$ cat src/rtl/blockmem_2p_rd_stream.sv
// blockmem_2p_rd_stream
// Read-side burst sequencer for port B of the two-port block memory wrapper.
// A burst command (start address, beats-1) becomes one memory read per cycle.
// Each read is tagged through a shift register matching the memory latency, so
// its data can be captured into a small output FIFO. The FIFO drives an AXI-stream
// style valid/ready output. A credit rule (FIFO fill plus reads in flight) throttles
// issue so that backpressure never loses a beat.
module blockmem_2p_rd_stream #(
    parameter int G_DATAWIDTH = 32,
    parameter int G_MEMDEPTH  = 1024,
    parameter int G_ADDRWIDTH = $clog2(G_MEMDEPTH),
    parameter int G_RDLATENCY = 1,
    parameter int G_LENWIDTH  = 8
) (
    input  logic                   aclk,
    input  logic                   aresetn,
    input  logic                   cmd_valid,
    output logic                   cmd_ready,
    input  logic [G_ADDRWIDTH-1:0] cmd_addr,
    input  logic [G_LENWIDTH-1:0]  cmd_len,
    output logic                   mem_en,
    output logic [G_ADDRWIDTH-1:0] mem_addr,
    input  logic [G_DATAWIDTH-1:0] mem_dout,
    output logic                   m_tvalid,
    input  logic                   m_tready,
    output logic [G_DATAWIDTH-1:0] m_tdata,
    output logic                   m_tlast,
    output logic                   busy
);

    localparam int C_FIFODEPTH = G_RDLATENCY + 2;
    localparam int C_CNTW      = $clog2(C_FIFODEPTH + 1);
    localparam int C_OCCW      = $clog2(2 * C_FIFODEPTH + 1);

    typedef enum logic [1:0] {
        S_IDLE  = 2'd0,
        S_ISSUE = 2'd1,
        S_DRAIN = 2'd2
    } state_t;

    // Next word address, wrapping at the end of a memory that need not be a power of two
    function automatic logic [G_ADDRWIDTH-1:0] addr_inc(input logic [G_ADDRWIDTH-1:0] a);
        logic [G_ADDRWIDTH-1:0] r;
        if (a == G_ADDRWIDTH'(G_MEMDEPTH - 1)) begin
            r = {G_ADDRWIDTH{1'b0}};
        end else begin
            r = a + G_ADDRWIDTH'(1);
        end
        return r;
    endfunction

    state_t                  state_q;
    logic                    cmd_ready_q;
    logic                    busy_q;
    logic                    mem_en_q;
    logic [G_ADDRWIDTH-1:0]  mem_addr_q;
    logic [G_ADDRWIDTH-1:0]  addr_q;
    logic [G_LENWIDTH-1:0]   left_q;
    logic                    mem_last_q;
    logic [G_RDLATENCY-1:0]  tag_vld_q;
    logic [G_RDLATENCY-1:0]  tag_last_q;
    logic [G_DATAWIDTH-1:0]  fifo_data_q [C_FIFODEPTH];
    logic [C_FIFODEPTH-1:0]  fifo_last_q;
    logic [C_CNTW-1:0]       fifo_cnt_q;
    logic                    m_tvalid_q;

    logic [G_DATAWIDTH-1:0]  fifo_data_sh_s [C_FIFODEPTH];
    logic [C_FIFODEPTH-1:0]  fifo_last_sh_s;
    logic [G_DATAWIDTH-1:0]  fifo_data_d [C_FIFODEPTH];
    logic [C_FIFODEPTH-1:0]  fifo_last_d;
    logic [C_CNTW-1:0]       fifo_cnt_d;
    logic [C_CNTW-1:0]       wr_idx_s;
    logic [C_OCCW-1:0]       occ_s;
    logic                    credit_s;
    logic                    push_s;
    logic                    push_last_s;
    logic                    pop_s;
    logic                    tlast_hs_s;

    assign push_s      = tag_vld_q[G_RDLATENCY-1];
    assign push_last_s = tag_last_q[G_RDLATENCY-1];
    assign pop_s       = m_tvalid_q & m_tready;
    assign tlast_hs_s  = pop_s & fifo_last_q[0];

    assign cmd_ready = cmd_ready_q;
    assign busy      = busy_q;
    assign mem_en    = mem_en_q;
    assign mem_addr  = mem_addr_q;
    assign m_tvalid  = m_tvalid_q;
    assign m_tdata   = fifo_data_q[0];
    assign m_tlast   = fifo_last_q[0];

    // Credit: buffered beats plus reads not yet written, less the beat leaving this cycle
    always_comb begin
        occ_s = C_OCCW'(fifo_cnt_q) + C_OCCW'(mem_en_q);
        for (int i = 0; i < G_RDLATENCY; i++) begin
            occ_s = occ_s + C_OCCW'(tag_vld_q[i]);
        end
        credit_s = (occ_s - C_OCCW'(pop_s)) < C_OCCW'(C_FIFODEPTH);
    end

    // Shift-out FIFO next state: entry 0 is always the head, a push lands behind the last valid entry
    always_comb begin
        wr_idx_s   = fifo_cnt_q - C_CNTW'(pop_s);
        fifo_cnt_d = fifo_cnt_q + C_CNTW'(push_s) - C_CNTW'(pop_s);
        for (int i = 0; i < C_FIFODEPTH - 1; i++) begin
            fifo_data_sh_s[i] = pop_s ? fifo_data_q[i+1] : fifo_data_q[i];
            fifo_last_sh_s[i] = pop_s ? fifo_last_q[i+1] : fifo_last_q[i];
        end
        fifo_data_sh_s[C_FIFODEPTH-1] = fifo_data_q[C_FIFODEPTH-1];
        fifo_last_sh_s[C_FIFODEPTH-1] = fifo_last_q[C_FIFODEPTH-1];
        for (int i = 0; i < C_FIFODEPTH; i++) begin
            if (push_s && (wr_idx_s == C_CNTW'(i))) begin
                fifo_data_d[i] = mem_dout;
                fifo_last_d[i] = push_last_s;
            end else begin
                fifo_data_d[i] = fifo_data_sh_s[i];
                fifo_last_d[i] = fifo_last_sh_s[i];
            end
        end
    end

    // Command / issue FSM with registered handshake and memory outputs
    always_ff @(posedge aclk or negedge aresetn) begin
        if (!aresetn) begin
            state_q     <= S_IDLE;
            cmd_ready_q <= 1'b0;
            busy_q      <= 1'b0;
            mem_en_q    <= 1'b0;
            mem_addr_q  <= {G_ADDRWIDTH{1'b0}};
            addr_q      <= {G_ADDRWIDTH{1'b0}};
            left_q      <= {G_LENWIDTH{1'b0}};
            mem_last_q  <= 1'b0;
        end else begin
            case (state_q)
                S_IDLE: begin
                    if (cmd_valid && cmd_ready_q) begin
                        // First read goes out in the cycle right after the handshake
                        cmd_ready_q <= 1'b0;
                        busy_q      <= 1'b1;
                        mem_en_q    <= 1'b1;
                        mem_addr_q  <= cmd_addr;
                        addr_q      <= addr_inc(cmd_addr);
                        left_q      <= cmd_len;
                        mem_last_q  <= (cmd_len == {G_LENWIDTH{1'b0}});
                        state_q     <= (cmd_len == {G_LENWIDTH{1'b0}}) ? S_DRAIN : S_ISSUE;
                    end else begin
                        cmd_ready_q <= 1'b1;
                        mem_en_q    <= 1'b0;
                    end
                end
                S_ISSUE: begin
                    if (credit_s) begin
                        mem_en_q   <= 1'b1;
                        mem_addr_q <= addr_q;
                        addr_q     <= addr_inc(addr_q);
                        left_q     <= left_q - G_LENWIDTH'(1);
                        mem_last_q <= (left_q == G_LENWIDTH'(1));
                        state_q    <= (left_q == G_LENWIDTH'(1)) ? S_DRAIN : S_ISSUE;
                    end else begin
                        mem_en_q <= 1'b0;
                    end
                end
                S_DRAIN: begin
                    mem_en_q <= 1'b0;
                    if (tlast_hs_s) begin
                        state_q     <= S_IDLE;
                        busy_q      <= 1'b0;
                        cmd_ready_q <= 1'b1;
                    end else begin
                        state_q <= S_DRAIN;
                    end
                end
                default: begin
                    state_q     <= S_IDLE;
                    cmd_ready_q <= 1'b0;
                    busy_q      <= 1'b0;
                    mem_en_q    <= 1'b0;
                end
            endcase
        end
    end

    // Read tags track each issued read until its data appears on mem_dout, then the FIFO captures it
    always_ff @(posedge aclk or negedge aresetn) begin
        if (!aresetn) begin
            tag_vld_q  <= {G_RDLATENCY{1'b0}};
            tag_last_q <= {G_RDLATENCY{1'b0}};
            fifo_cnt_q <= {C_CNTW{1'b0}};
            fifo_last_q <= {C_FIFODEPTH{1'b0}};
            m_tvalid_q <= 1'b0;
            for (int i = 0; i < C_FIFODEPTH; i++) begin
                fifo_data_q[i] <= {G_DATAWIDTH{1'b0}};
            end
        end else begin
            tag_vld_q[0]  <= mem_en_q;
            tag_last_q[0] <= mem_en_q & mem_last_q;
            for (int i = 1; i < G_RDLATENCY; i++) begin
                tag_vld_q[i]  <= tag_vld_q[i-1];
                tag_last_q[i] <= tag_last_q[i-1];
            end
            fifo_cnt_q  <= fifo_cnt_d;
            fifo_last_q <= fifo_last_d;
            m_tvalid_q  <= (fifo_cnt_d != {C_CNTW{1'b0}});
            for (int i = 0; i < C_FIFODEPTH; i++) begin
                fifo_data_q[i] <= fifo_data_d[i];
            end
        end
    end

    // The credit rule must keep every push within the FIFO
    a_no_overflow : assert property (@(posedge aclk) disable iff (!aresetn)
        !(push_s && !pop_s && (fifo_cnt_q == C_CNTW'(C_FIFODEPTH))));

endmodule

$ cat config.mk
export PLATFORM = sky130hd
export DESIGN_NAME = blockmem_2p_rd_stream
export DESIGN_NICKNAME = d
export VERILOG_FILES = /design/src/rtl/blockmem_2p_rd_stream.sv
export SDC_FILE = /design/constraint.sdc
export NUM_CORES = 1
export LEC_CHECK = 0
export BUFFER_PORTS_ARGS = -buffer_cell sky130_fd_sc_hd__buf_2
export CAP_MARGIN = 20
export CORE_MARGIN = 5
export CORE_UTILIZATION = 36
export DETAILED_ROUTE_END_ITERATION = 8
export GPL_ROUTABILITY_DRIVEN = 0
export HOLD_SLACK_MARGIN = 0.02
export PLACE_DENSITY_LB_ADDON = 0.08
export SLEW_MARGIN = 0
export SYNTH_ARGS = -nofsm -noshare
export SYNTH_HDL_FRONTEND = slang
export SYNTH_SLANG_ARGS = --single-unit
$ cat constraint.sdc
create_clock -name aclk -period 4 [get_ports aclk]
set_clock_uncertainty 0.15 [all_clocks]
set_input_delay 0 -clock aclk [delete_from_list [all_inputs] [get_ports aclk]]
set_output_delay 0 -clock aclk [all_outputs]
set_load 0.05 [all_outputs]
Word-level counts from Yosys, hierarchy flattened
Cells that the tools add are included.
- word-level logic and storage cells: 94
- flip-flop bits (word level): 138
- bitwise gates (word level): 4
- mux-type cells: 37
- eq/ne operators: 10
- $add $sub $neg: 9
- $lt $le $gt $ge: 1
- reduce and logical (&&, ||, !) cells: 15
- operator list (kind ; number):
    2-to-1 mux 32 bit ; 4
    2-to-1 mux 10 bit ; 6
    one-hot mux 10 bit (2 select lines) ; 2
    adder 10 x 1 -> 10 bit (second input constant) ; 2
    equality test 10 bit (second input constant) ; 2
    2-to-1 mux 8 bit ; 2
    one-hot mux 8 bit (2 select lines) ; 1
    2-to-1 mux 1 bit ; 12
    2-to-1 mux 2 bit ; 5
    equality test 8 x 1 -> 1 bit (second input constant) ; 1
    logical NOT 8 bit ; 1
    nonzero test 2 bit ; 4
    subtractor 8 x 1 -> 8 bit (second input constant) ; 1
    inequality test 2 bit (second input constant) ; 3
    one-hot mux 1 bit (3 select lines) ; 2
    one-hot mux 2 bit (3 select lines) ; 1
    AND reduction 3 bit ; 2
    equality test 2 x 1 -> 1 bit (second input constant) ; 2
    equality test 2 bit (second input constant) ; 2
    logical AND 1 bit ; 4
    logical NOT 2 bit ; 2
    one-hot mux 1 bit (2 select lines) ; 2
    AND reduction 2 bit ; 2
    subtractor 2 x 1 -> 2 bit ; 2
    other kinds (7) ; 9

Logic depth before layout (Yosys ltp)
- depth after elaboration: 6
- mapped depth: 14

Worst setup path before layout
No wires, ideal clock.
- path kind: flip-flop to flip-flop
- from: register m_tvalid_q (netlist: m_tvalid)
- to: register left_q[5]
- stages on the path, launching flop included: 14
- slack: 191 ps
- buffers on the path: 3
- library setup time: 126 ps
- arrival: 3533 ps
- period minus slack after synthesis: 3809 ps
- cells stage by stage: dfrtp_1 > nand2_1 > inv_2 > buf_2 > ha_1 > fa_1 > fa_1 > xor2_1 > o31a_1 > buf_6 > inv_2 > buf_6 > nand2_1 > a221o_1
- word-level cells in the longest chain between the ends: 5
- RTL lines (what ; RTL line ; text):
    start: declaration ; 65 ; logic m_tvalid_q;
    start signal: assignment ; 204 ; m_tvalid_q <= (fifo_cnt_d != {C_CNTW{1'b0}});
    AND 1 bit ; 82 ; assign pop_s = m_tvalid_q & m_tready;
    subtractor 3 x 1 -> 3 bit ; 99 ; credit_s = (occ_s - C_OCCW'(pop_s)) < C_OCCW'(C_FIFODEPTH);
    < comparator 3 x 2 -> 1 bit ; 99 ;
    inequality test 2 bit (no source line) ; - ;
    AND reduction 3 bit (no source line) ; - ;
    end signal: assignment ; 132 ; left_q <= {G_LENWIDTH{1'b0}};
    end signal: assignment ; 144 ; left_q <= cmd_len;
    end signal: assignment ; 157 ; left_q <= left_q - G_LENWIDTH'(1);
    end: declaration ; 58 ; logic [G_LENWIDTH-1:0] left_q;
Every way passes these cells.
A chain may end at the register's enable or synchronous reset.

Worst setup path after layout
Same ends and word-level chain as after synthesis.

==> flow_summary.toml <==
[layout]
fin_area_mm2 = 0.008407
layout_commonest_cell = "dfrtp_1"
n_fill_cell = 1789
stdcell_count = 1012
seq_area_mm2 = 0.003453
drive_above_1_share_pct = 23.39
n_antenna_cell = 0
multi_input_area_mm2 = 0.002894
area_growth_pct = 23.51
layout_common_cells = "138 x dfrtp_1, 99 x buf_2, 72 x nand2_1"
nNetsFinal = 831

[timing]
period_needed_ps = 3341
rsz0062_at_grt = "no"
worst_pin_slew_ps = 1010
slew_violations = 0
slew_headroom_pct = 32.38
holdWs_ps = 6.583
tns_ps = 0
hold_viol_final = 0
setup-violations-final = 0
finalCritPeriodShare_pct = 83.52
max_freq_ghz = 0.2993

[synth]
ys_warn_count = 0
syn_inst = 654
synth-xor-area-share_pct = 0.7721
synth_mux_area_share_pct = 15.17
synth_edf_count = 0
synthArstFlopShare_pct = 100.0
syn_area_mm2 = 0.006807
synth_top_family_by_area = "multiplexers"
syn_nets = 718
ys_types = 60
synth.yosys.seq_area_share_pct = 50.74
synth-main-ff-cell = "dfrtp_1"
syn_area_per_cell_um2 = 10.41
synth_compound_area_share_pct = 12.65
synth_simple_gate_area_share_pct = 11.65
synthAdderAreaFrac_pct = 2.059
synth_seq_cells = 138

[floorplan]
die_w_um = 147.5
fp-row-count = 50
coreArea_mm2 = 0.01864
fp.dieH_um = 147.5
initial_core_util_pct = 36.51
boundaryPins = 101
die_area_mm2 = 0.02176

[cts]
ctsHtreeMaxLevel = 4
clock_path_buffers = 2
root_buffer = "clkbuf_16"
cts_tree = "yes"
clk_pin_slew_ps = 60
numCtsBuffers = 17
cts.sinks = 138
clk_latency_ps = 420

[worst_setup_path]
r2r_setup_slack_ps = 660
worst-path-buf-inv = 2
crit_fanout = 38
max_stage_delay_ps = 480
critPathArrivalTime_ps = 3490
crit_family = "adder cells"
critPathKind = "flip-flop to flip-flop"
cp.required_ps = 4150
crit_slowest_cell = "inv_2"
endpoint_kind = "flip-flop"
crit_chain = "nand2_2 -> inv_2 -> ha_1 -> fa_1 -> fa_1 -> xor2_1 -> o31a_1 -> inv_2 -> nand2_1 -> a221o_1"
startpoint_type = "flip-flop"

[drt]
first_pass_iters = 4
wl_per_cell_um = 16.70
via_per_inst = 5.092
first_iter_violations = 258
routed_wl_um = 16900
num_vias = 5153
route.detailed.drc = 0
final_antenna_net_count = 0

[placed_design]
placed_cells = 929
placed_area_mm2 = 0.007283
dp_hpwl_um = 10800
port_buffers = 100

[global_route]
overflow = 0
grt_max_degree = 72
grt_use_total_pct = 16.10
grt_pass1_wl_um = 27830
grt_pass1_vias = 5333
antenna_found_initial = 0

[power]
powerDensity_mw_per_mm2 = 941.7
total_power_mw = 7.917
p_leak_nw = 3.805
ir_worst_vdd_mv = 0.5380

[flow_run]
maxCapViolations = 0

[min_path]
worstHoldPathType = "input port to async pin"

[outcome]
status = "completed"
[cell usage after synthesis, types with 2 or more instances]
cell type | instances | share of area, %
buf_2 | 10 | 0.74
mux2_2 | 33 | 5.5
xor2_1 | 2 | 0.26
and4_1 | 2 | 0.26
a31oi_1 | 16 | 1.5
o21ai_0 | 47 | 3.5
or4_1 | 3 | 0.33
inv_2 | 2 | 0.11
nor3_1 | 8 | 0.59
fa_1 | 2 | 0.59
a21oi_1 | 46 | 3.4
o22a_1 | 3 | 0.39
buf_4 | 32 | 3.5
nor3b_1 | 2 | 0.22
nor4b_1 | 3 | 0.39
clkbuf_1 | 19 | 1.0
or3_1 | 3 | 0.28
o31ai_1 | 2 | 0.22
nand3_1 | 11 | 0.81
dfrtp_1 | 138 | 51
nor2_1 | 53 | 2.9
buf_1 | 3 | 0.17
o211ai_1 | 4 | 0.44
nor4_1 | 4 | 0.37
xnor2_1 | 4 | 0.51
nand2b_1 | 2 | 0.18
nand2_1 | 73 | 4.0
buf_6 | 4 | 0.66
and3_1 | 2 | 0.18
ha_1 | 8 | 1.5
inv_1 | 13 | 0.72
mux2i_1 | 66 | 9.7
a221oi_1 | 2 | 0.26
a22o_1 | 2 | 0.26
a221o_1 | 2 | 0.29
o21a_1 | 2 | 0.22
a21o_1 | 3 | 0.33
[sequential cells by signal (all words and copies together) (netlist names), 2 cells and up]
name         flops
addr_q          10
fifo_cnt_q       2
mem_addr        10
fifo_data_q     64
left_q           8
fifo_last_q      3
state_q          2
m_tdata         32
[worst register-to-register path, stage by stage (launching register included)]
cell     delay [ps]
dfrtp_1         380
nand2_2          80
inv_2            40
ha_1            340
fa_1            400
fa_1            380
xor2_1          200
o31a_1          330
inv_2           480
nand2_1         140
a221o_1         310
[through the flow]
| stage | setup slack (ps) | util [%] |
|---|---|---|
| after floorplan | 190.6 | - |
| after global placement | 750.3 | 38.96 |
| after detailed placement | 655.0 | 39.07 |
| after CTS | 652.9 | 45.09 |
| after global routing | 491.8 | 45.09 |
| final | 659.4 | 45.09 |
[per-layer routing]
layer  up-vias  global-route usage (%)  part of all wire (%)
met1      2521                   20.34                    45
met3        21                   3.740                   4.0
met2       101                   27.19                    50
li1       2510                       -                     -
met4         0                   5.592                   1.6
met5         -                       0                     0
[report_power, final]
| group | internal, mW | switching (mW) |
|---|---|---|
| sequential | 2.14 | 0.451 |
| combinational | 1.29 | 2.44 |
| clock | 1.02 | 0.578 |
| total | 4.45 | 3.47 |
[path summary, 6_finish.rpt]
check / from / to / depth (start not counted)
worst min register to register: mem_en / push_s / 0
worst max-delay path: m_tvalid / left_q[5] / 10
min in group aclk: mem_dout[26] / fifo_data_q[58] / 4
worst max register to register: m_tvalid / left_q[5] / 10
worst min-delay path: aresetn / m_tdata[10] / 2
max in group asynchronous: aresetn / fifo_data_q[58] / 3
[cell type report]
type                       count  share of cell area, %
sequential                   138                  41.08
multi-input combinational    433                  34.42
timing repair buffer         162                  13.29
clock buffer                  22                  5.641
tap                          234                  3.483
clock inverter                 8                  1.414
inverter                      15                 0.6697
[timing repair]
action                                 in CTS  in global routing
endpoints found under the hold margin     197                  0
buffers inserted                            0                  0
resized for setup                           0                  0
hold buffers                               53                  0
[logic make-up (layout without fill, tap and decap cells)]
kind of cell	count (synthesis)	after routing
adder cells (fa/ha/maj)	10	10
buffers and inverters	83	207
XOR/XNOR	6	6
AND/OR/NAND/NOR	175	175
flip-flops	138	138
AO/OA/AOI/OAI	143	143
multiplexers	99	99
Note: power is estimated with default switching activity, not from simulation.
